`config.mk`:
```
export PLATFORM = sky130hd
export DESIGN_NAME = mem_access_unit
export DESIGN_NICKNAME = d
export VERILOG_FILES = /design/src/rtl/mem_access_unit.sv
export SDC_FILE = /design/constraint.sdc
export NUM_CORES = 1
export LEC_CHECK = 0
export BUFFER_PORTS_ARGS = -buffer_cell sky130_fd_sc_hd__buf_2
export CAP_MARGIN = 20
export CORE_MARGIN = 10
export CORE_UTILIZATION = 55
export CTS_CLUSTER_SIZE = 16
export DETAILED_ROUTE_END_ITERATION = 7
export PLACE_DENSITY = 0.95
export SYNTH_ARGS = -nofsm -noshare
export SYNTH_HDL_FRONTEND = slang
export SYNTH_SLANG_ARGS = --single-unit
```
`constraint.sdc`:
```
create_clock -name clk -period 3.8 [get_ports clk]
set_input_delay 0.19 -clock clk [delete_from_list [all_inputs] [get_ports clk]]
set_output_delay 0.19 -clock clk [all_outputs]
set_load 0.02 [all_outputs]
```
`src/rtl/mem_access_unit.sv`:
```
// mem_access_unit: load/store unit between the core datapath and a single memory port.
//   Latches one request, drives one (or, with splitting, two) memory beats with lane-aligned
//   store data and byte enables, and returns a one-cycle response carrying the sign- or
//   zero-extended load data (zero for stores and rejected accesses).
//
// Build option: MEM_ACCESS_UNIT_SPLIT_EN
//   undefined : any access with (addr mod NB) not a multiple of its size is rejected (rsp_err).
//   defined   : misaligned accesses are served; one crossing a beat boundary takes two beats.
//
// Ports
//   clk, rst            clock (rising edge); asynchronous active-low reset
//   req_valid/req_ready request handshake; req_we, req_funct3, req_addr, req_wdata qualify it
//   rsp_valid           one-cycle response strobe with rsp_rdata and rsp_err
//   mem_read/mem_write  memory strobes, held with mem_address/mem_wdata/mem_byte_enable
//   mem_rdata/mem_resp  memory completion of the current beat
//   dbg_state           current FSM state (IDLE=0, BEAT0=1, BEAT1=2, RESP=3)
//
// Handshake: a request transfers on a rising edge where req_valid and req_ready are both 1.
// req_ready is 1 only in IDLE and never waits on req_valid; req_valid seen outside IDLE is
// ignored. rsp_valid has no back-pressure: it is high for exactly one cycle per request.

module mem_access_unit #(
   parameter int XLEN   = 32,
   parameter int ADDR_W = 32
) (
   input  logic                clk,
   input  logic                rst,
   input  logic                req_valid,
   output logic                req_ready,
   input  logic                req_we,
   input  logic [2:0]          req_funct3,
   input  logic [ADDR_W-1:0]   req_addr,
   input  logic [XLEN-1:0]     req_wdata,
   output logic                rsp_valid,
   output logic [XLEN-1:0]     rsp_rdata,
   output logic                rsp_err,
   output logic                mem_read,
   output logic                mem_write,
   output logic [ADDR_W-1:0]   mem_address,
   output logic [XLEN-1:0]     mem_wdata,
   output logic [XLEN/8-1:0]   mem_byte_enable,
   input  logic [XLEN-1:0]     mem_rdata,
   input  logic                mem_resp,
   output logic [1:0]          dbg_state
);

   localparam int NB    = XLEN / 8;
   localparam int OFF_W = $clog2(NB);
   localparam logic [ADDR_W-1:0] NB_STEP = ADDR_W'(NB);

   typedef enum logic [1:0] {IDLE, BEAT0, BEAT1, RESP} state_t;

   state_t              st;
   logic                we_q;
   logic [1:0]          size_q;
   logic                uns_q;
   logic [OFF_W-1:0]    off_q;
   logic                split_q;
   logic [ADDR_W-1:0]   addr_q;
   logic [XLEN-1:0]     wdata_hi_q;
   logic [NB-1:0]       be_hi_q;
   logic [XLEN-1:0]     rdata_lo_q;

   // Request decode
   logic [OFF_W-1:0]    off;
   logic [3:0]          nbytes;
   logic [4:0]          span;
   logic                too_big, uns_bad, misalign, split, illegal;
   logic [7:0]          byte_mask;
   logic [2*NB-1:0]     be_full;
   logic [2*XLEN-1:0]   wd_full;
   logic [ADDR_W-1:0]   beat_addr;

   always_comb begin
      off       = req_addr[OFF_W-1:0];
      nbytes    = 4'd1 << req_funct3[1:0];
      span      = 5'(off) + 5'(nbytes);
      too_big   = nbytes > 4'(NB);
      uns_bad   = req_funct3[2] && (req_we || nbytes == 4'(NB));
`ifdef MEM_ACCESS_UNIT_SPLIT_EN
      misalign  = 1'b0;
      split     = span > 5'(NB);
`else
      misalign  = (4'(off) & (nbytes - 4'd1)) != 4'd0;
      split     = 1'b0;
`endif
      illegal   = too_big || uns_bad || misalign;
      case (req_funct3[1:0])
         2'd0:    byte_mask = 8'h01;
         2'd1:    byte_mask = 8'h03;
         2'd2:    byte_mask = 8'h0F;
         default: byte_mask = 8'hFF;
      endcase
      // Double-width lane vectors: the low half feeds beat 0, the high half beat 1.
      be_full   = (2*NB)'(byte_mask) << off;
      wd_full   = {{XLEN{1'b0}}, req_wdata} << {off, 3'b000};
      beat_addr = {req_addr[ADDR_W-1:OFF_W], {OFF_W{1'b0}}};
   end

   // Load extraction: beat 0 bytes sit below beat 1 bytes, then shift down by the offset.
   logic [2*XLEN-1:0]   ld_buf;
   logic [XLEN-1:0]     ld_low, mask, ld_val;
   logic [XLEN:0]       one_sh;
   logic [6:0]          nbits;
   logic                sgn;

   always_comb begin
      ld_buf = (st == BEAT1) ? {mem_rdata, rdata_lo_q} : {{XLEN{1'b0}}, mem_rdata};
      ld_low = XLEN'(ld_buf >> {off_q, 3'b000});
      nbits  = 7'd8 << size_q;
      // A full-width load shifts the one out of range, so the mask wraps to all ones.
      one_sh = {{XLEN{1'b0}}, 1'b1} << nbits;
      mask   = one_sh[XLEN-1:0] - {{(XLEN-1){1'b0}}, 1'b1};
      sgn    = |(ld_low & mask & ~(mask >> 1));
      ld_val = (!uns_q && sgn) ? ((ld_low & mask) | ~mask) : (ld_low & mask);
   end

   assign req_ready = rst && (st == IDLE);
   assign dbg_state = st;

   always_ff @(posedge clk or negedge rst) begin
      if (!rst) begin
         st              <= IDLE;
         we_q            <= 1'b0;
         size_q          <= 2'd0;
         uns_q           <= 1'b0;
         off_q           <= '0;
         split_q         <= 1'b0;
         addr_q          <= '0;
         wdata_hi_q      <= '0;
         be_hi_q         <= '0;
         rdata_lo_q      <= '0;
         rsp_valid       <= 1'b0;
         rsp_rdata       <= '0;
         rsp_err         <= 1'b0;
         mem_read        <= 1'b0;
         mem_write       <= 1'b0;
         mem_address     <= '0;
         mem_wdata       <= '0;
         mem_byte_enable <= '0;
      end else begin
         case (st)
            IDLE: begin
               rsp_valid <= 1'b0;
               rsp_err   <= 1'b0;
               rsp_rdata <= '0;
               if (req_valid) begin
                  we_q       <= req_we;
                  size_q     <= req_funct3[1:0];
                  uns_q      <= req_funct3[2];
                  off_q      <= off;
                  split_q    <= split;
                  addr_q     <= beat_addr;
                  wdata_hi_q <= wd_full[2*XLEN-1:XLEN];
                  be_hi_q    <= be_full[2*NB-1:NB];
                  if (illegal) begin
                     st        <= RESP;
                     rsp_valid <= 1'b1;
                     rsp_err   <= 1'b1;
                  end else begin
                     st              <= BEAT0;
                     mem_read        <= !req_we;
                     mem_write       <= req_we;
                     mem_address     <= beat_addr;
                     mem_wdata       <= wd_full[XLEN-1:0];
                     mem_byte_enable <= be_full[NB-1:0];
                  end
               end
            end
            BEAT0, BEAT1: begin
               if (mem_resp) begin
                  if (st == BEAT0 && split_q) begin
                     st              <= BEAT1;
                     rdata_lo_q      <= mem_rdata;
                     mem_address     <= addr_q + NB_STEP;
                     mem_wdata       <= wdata_hi_q;
                     mem_byte_enable <= be_hi_q;
                  end else begin
                     st              <= RESP;
                     mem_read        <= 1'b0;
                     mem_write       <= 1'b0;
                     mem_address     <= '0;
                     mem_wdata       <= '0;
                     mem_byte_enable <= '0;
                     rsp_valid       <= 1'b1;
                     rsp_rdata       <= we_q ? '0 : ld_val;
                  end
               end
            end
            default: begin
               st        <= IDLE;
               rsp_valid <= 1'b0;
               rsp_err   <= 1'b0;
               rsp_rdata <= '0;
            end
         endcase
      end
   end

endmodule

```
### Word-level counts from Yosys, hierarchy flattened

Index checks and enable logic that the tools add are counted.

* flip-flop bits (word level): 112
* bits in latches: 0
* RAM bits: 0
* memory bits (read-only): 0
* input port bits: 104
* output and inout bits: 107
* word-level logic and storage cells: 86
* memories: 0

* add/subtract/negate cells: 2
* $mul: 0
* div/mod/pow operators: 0
* magnitude comparators: 1
* equality and inequality tests: 8
* shift-type cells: 6
* mux-type cells: 33
* bitwise logic cells: 6
* reductions and logical operators: 17

Operators by type and width (count)
* $mux W32: 9
* $pmux W32 S2: 2
* $and A32 B32 Y32: 2
* $mux W64: 1
* $shr A64 B5 Y32: 1
* $not A31 Y32: 1
* $not A32 Y32: 1
* $or A32 B32 Y32: 1
* $reduce_or A32 Y1: 1
* $shl A1 B7 Y32 const A: 1
* $shl A32 B5 Y32: 1
* $sub A32 B1 Y32 const B: 1
* $pmux W8 S3: 1
* $mux W4: 3
* $mux W1: 8
* $pmux W1 S2: 4
* $pmux W4 S2: 1
* $shl A8 B2 Y4: 1
* $shl A4 B2 Y7 const A: 1
* $mux W2: 3
* $ne A2 B2 Y1 const B: 3
* $and A2 B4 Y4: 1
* $eq A2 B1 Y1 const B: 2
* $eq A2 B2 Y1 const B: 2
* 14 further kinds: 21

### Longest topological paths before layout

* depth after elaboration: 11
* mapped depth: 9

### Worst setup path before layout

No wires, ideal clock.

* path kind: register to register
* start: register st[0] (netlist: dbg_state[0])
* end: register rsp_rdata[23]
* setup time: 0.116 ns
* arrival time: 2.247 ns
* required time: 3.684 ns
* path slack: 1.437 ns
* stages on the path, launching flop included: 10
* path buffers: 4
* clock period less this slack: 2.363 ns
* path through: dfrtp_1 > inv_1 > ha_1 > clkbuf_1 > nor2b_1 > clkbuf_1 > buf_1 > buf_1 > nand2_1 > o311ai_0

* cells in the longest elaborated chain, start to end: 11

Ends and longest elaborated chain
* start: declaration: RTL line 53 `state_t st;`
* start signal: assignment: RTL line 123 `st <= IDLE;`
* start signal: assignment: RTL line 157 `st <= RESP;`
* start signal: assignment: RTL line 161 `st <= BEAT0;`
* $eq A2 B2 Y1: RTL line 108, 142
* $mux W64: RTL line 108 `ld_buf = (st == BEAT1) ? {mem_rdata, rdata_lo_q} : {{XLEN{1'b0}}, mem_rdata};`
* $shr A64 B5 Y32: RTL line 109 `ld_low = XLEN'(ld_buf >> {off_q, 3'b000});`
* $and A32 B32 Y32: RTL line 114, 115
* $and A32 B32 Y32: RTL line 114 `sgn = |(ld_low & mask & ~(mask >> 1));`
* $reduce_or A32 Y1: RTL line 114
* $logic_and A1 B1 Y1: RTL line 115 `ld_val = (!uns_q && sgn) ? ((ld_low & mask) | ~mask) : (ld_low & mask);`
* $mux W32: RTL line 115
* $mux W32: RTL line 186 `rsp_rdata <= we_q ? '0 : ld_val;`
* $mux W32: RTL line 171 `if (mem_resp) begin`
* $mux W32: RTL line 142 `case (st)`
* end signal: assignment: RTL line 186
* end: declaration: RTL line 35 `output logic [XLEN-1:0] rsp_rdata,`

Several ways; a longest one is shown, not always the timed one. The select of a mux whose other input is x is not followed.
A chain may end at the register's enable or synchronous reset.

### Worst setup path in the final report

* start: register st[0] (netlist: dbg_state[0])
* end: register mem_wdata[1]

* cells in the longest elaborated chain, start to end: 4

Ends and longest elaborated chain
* $eq A2 B2 Y1 / $eq A2 B1 Y1 (equally long branches): RTL line 142, 172
* $reduce_or A2 Y1: RTL line 142
* $ne A2 B2 Y1 (no line) / $reduce_bool A2 Y1 (equally long branches)
* $reduce_and A4 Y1 (no line)
* end signal: assignment: RTL line 165 `mem_wdata <= wd_full[XLEN-1:0];`
* end signal: assignment: RTL line 176 `mem_wdata <= wdata_hi_q;`
* end: declaration: RTL line 40 `output logic [XLEN-1:0] mem_wdata,`

Several ways; a longest one is shown, not always the timed one.

==> results by group <==
Yosys
  • Synth area leader: dfrtp_1
  • Post-synth top area share: 0.439
  • Cells after Synth: 620
  • Distinct cells, synth: 50
  • Post-synth top cells: dfrtp_1, nand2_1, clkbuf_1, mux2i_1, o21ai_0
  • Syn Area/Cell: 10.1 um^2
  • Ys Warns: 0
  • Sequential share of the synthesized area: 0.439
  • Most common cell in the synthesized netlist: dfrtp_1
  • Flops & latches, synth: 110
  • Post-synth EDFFs: 0
  • Post-Syn Area: between 6000 and 7000 um^2
  • Synth Flop Type: dfrtp_1
  • Largest cells by area after synthesis: dfrtp_1, mux2i_1, a21o_1
  • Async S/R FF share, synth: 1.00

Hold path
  • Hold Crit Class: input pin to flip-flop
  • Critical hold path startpoint: req_funct3[2]
  • Cell depth of the worst hold path: 2
  • Endpoint of the worst hold path: uns_q

Finish
  • Inserted Diodes: 0
  • Fraction of layout cells with a size suffix above 1: 0.360
  • Final net count: 903
  • Synth-to-Final Area Change: 21.9%
  • Post-Layout Cell Count: 940

Pwr
  • Peak supply drop: around 0.53 mV
  • Pwr/cell area: about 810 nW/um^2
  • Leak pwr: between 4 and 5 nW
  • Total power: 6.21 mW
  • Sw Ratio: 0.463
  • Net Switching: ~2.9 mW
  • Sequential power share: 0.296
  • Clk network pwr share: 0.159
  • Internal power: about 3.3 mW
  • Comb power frac: 0.544

Run
  • MaxCap Viol Count: 0

Die
  • Die Span X: around 130 um
  • Row count: 38
  • Die Y-Extent: between 100 and 150 um
  • Core footprint: 11000 um^2
  • Io pins: around 210
  • Initial Utilization: 0.571
  • Die Area: around 16000 um^2

Setup path
  • Critical path startpoint category: flip-flop
  • CP Max Fanout: 33
  • CP Data Required Time: approximately 4.1 ns
  • Crit Path Class: flip-flop to flip-flop
  • Reg2reg end: mem_wdata[1]
  • Critical register-to-register path startpoint: dbg_state[0]
  • R2R depth: 6
  • CP Capture Type: flip-flop
  • Worst R2R Setup Slack: roughly 0.98 ns
  • Arr. time, crit path: roughly 3.1 ns

STA
  • Fin crit period: 2.82 ns
  • Worst hold slack: 0.129 ns
  • Period utilization: 0.741
  • Total negative slack: 0 ns
  • Final slew viol count: 0
  • Fmax: 355 MHz
  • Clk_skew: ~0.0064 ns
  • Worst Max-Slew Pin Slew: just under 1 ns
  • Final Setup Violations: 0
  • Final Hold Fails: 0
  • Worst slew margin: 0.342
  • Unrepaired setup endpoints after global routing: no

Placement
  • Placed Cells: about 900
  • I/O Buffers: ~210
  • Placed wire-length estimate: between 15 and 20 mm
  • Routability Congestion: between 0.9 and 1

Outcome
  • Status: complete, no violations

CTS
  • Clock Tree Buf Depth: 2
  • CTS buffer count: 9
  • Sink Count: 110
  • TritonCTS clock tree: built
  • Root Driver: clkbuf_16
  • Clk pin slew, worst setup/hold paths: roughly 0.07 ns
  • H-tree levels: 3
  • Clock Latency Late Sink: 0.36 ns

Route
  • Vias after detailed routing: between 5000 and 6000
  • Final ANT Viol Nets: 0
  • DRT Pass-1 Iters: 7
  • 1st-iter DRT viols: 557
  • Vias per inst: about 6.1
  • Drt total wl: 20.5 mm
  • DRC Markers: 0
  • Avg WL per Cell: around 22 um

Global route
  • Number of global-route vias before repair: a little over 6000
  • Pin count of the biggest net entering global routing: 74
  • Met1 Use GR: 0.289
  • First-pass GRT wire length: roughly 32 mm
  • Total Routing Usage GR: 0.249
  • GRT busiest layer: met2
  • Antenna violations before repair: 0
  • Met3 Use GR: 0.0925
  • GRT Residual Overflow: 0
  • Met2 Use GR: 0.417
[sequential cells by signal, summed over array words and instances, names as in the netlist, 2 cells and up]
register,count
off_q,2
mem_byte_enable,4
dbg_state,2
mem_address,30
mem_wdata,32
rsp_rdata,32
size_q,2
[power groups by stage]
stage	combinational [mW]	sequential, mW	clock (mW)
after floorplan	2.03	2.22	0
after global placement	3.28	1.83	0
after detailed placement	3.36	1.84	0
after CTS	3.37	1.83	1.00
after global routing	3.66	1.88	1.05
final	3.38	1.84	0.990
[cell families (layout without fill, tap and decap cells)]
kind of cell               count (synthesis)  count (layout)  synth area share
buffers and inverters                     71             250            0.0505
adders and majority gates                  4               4           0.00798
muxes                                     72              72             0.138
AOI/OAI and AO/OA                        173             173             0.185
and+or+nand+nor                          189             189             0.180
other                                      1               2          0.000598
DFF                                      110             110             0.439
[how the worst max path moves through the flow]
| stage | endpoint | slack (ns) | start | cells past startpoint |
|---|---|---|---|---|
| final | mem_wdata[1] | 0.98 | dbg_state[0] | 6 |
| after global routing | mem_address[12] | 0.76 | dbg_state[1] | 6 |
| after CTS | rsp_rdata[31] | 0.82 | dbg_state[0] | 6 |
| after detailed placement | rsp_rdata[31] | 0.88 | dbg_state[0] | 6 |
| after global placement | mem_byte_enable[0] | 1.06 | dbg_state[1] | 5 |
| after floorplan | rsp_rdata[23] | 1.44 | dbg_state[0] | 9 |
[cell type report]
cell class	count	area, um^2
flip-flops and latches	110	2750
multi-input cells	440	3220
fillers	829	3340
repair buffers	221	1140
clock inverters	5	67.6
clock buffers	11	243
well taps	140	175
inverters	13	48.8
[worst max-delay path, cell delays in order, from the launching register on]
cell and delay [ns]:
dfrtp_1 0.40, inv_1 0.11, ha_2 0.71, nand2b_1 0.21, a21oi_4 0.82, buf_4 0.27, mux2i_1 0.20
[layout by cell type (no fill, tap or decap), types with 19 or more instances in the layout]
master	n
nand2_1	48
a21oi_1	26
dfrtp_1	110
nor2_1	30
mux2i_1	41
o21ai_0	38
nor4b_1	31
o211ai_1	19
a21o_1	37
buf_2	207
[per-stage QoR]
stage	util	area, um^2	setup slack, ns
2_1_floorplan	-	6280	1.44
3_3_place_gp	0.666	7320	1.06
3_5_place_dp	0.666	7320	0.876
4_1_cts	0.696	7640	0.817
5_1_grt	0.696	7650	0.761
6_report	0.696	7650	0.984
[layer usage]
| layer | wire [um] | share of wire |
|---|---|---|
| met5 | 0 | 0 |
| met4 | 416 | 0.020 |
| met3 | 2430 | 0.12 |
| met2 | 9990 | 0.49 |
| met1 | 7680 | 0.37 |
[repair_timing]
| action | CTS | global route |
|---|---|---|
| gates resized for setup | 0 | 0 |
| hold buffers | 1 | 0 |
| endpoints found under the hold margin | 37 | 0 |
| setup buffers | 0 | 0 |
Note: power is estimated with default switching activity, not from simulation.
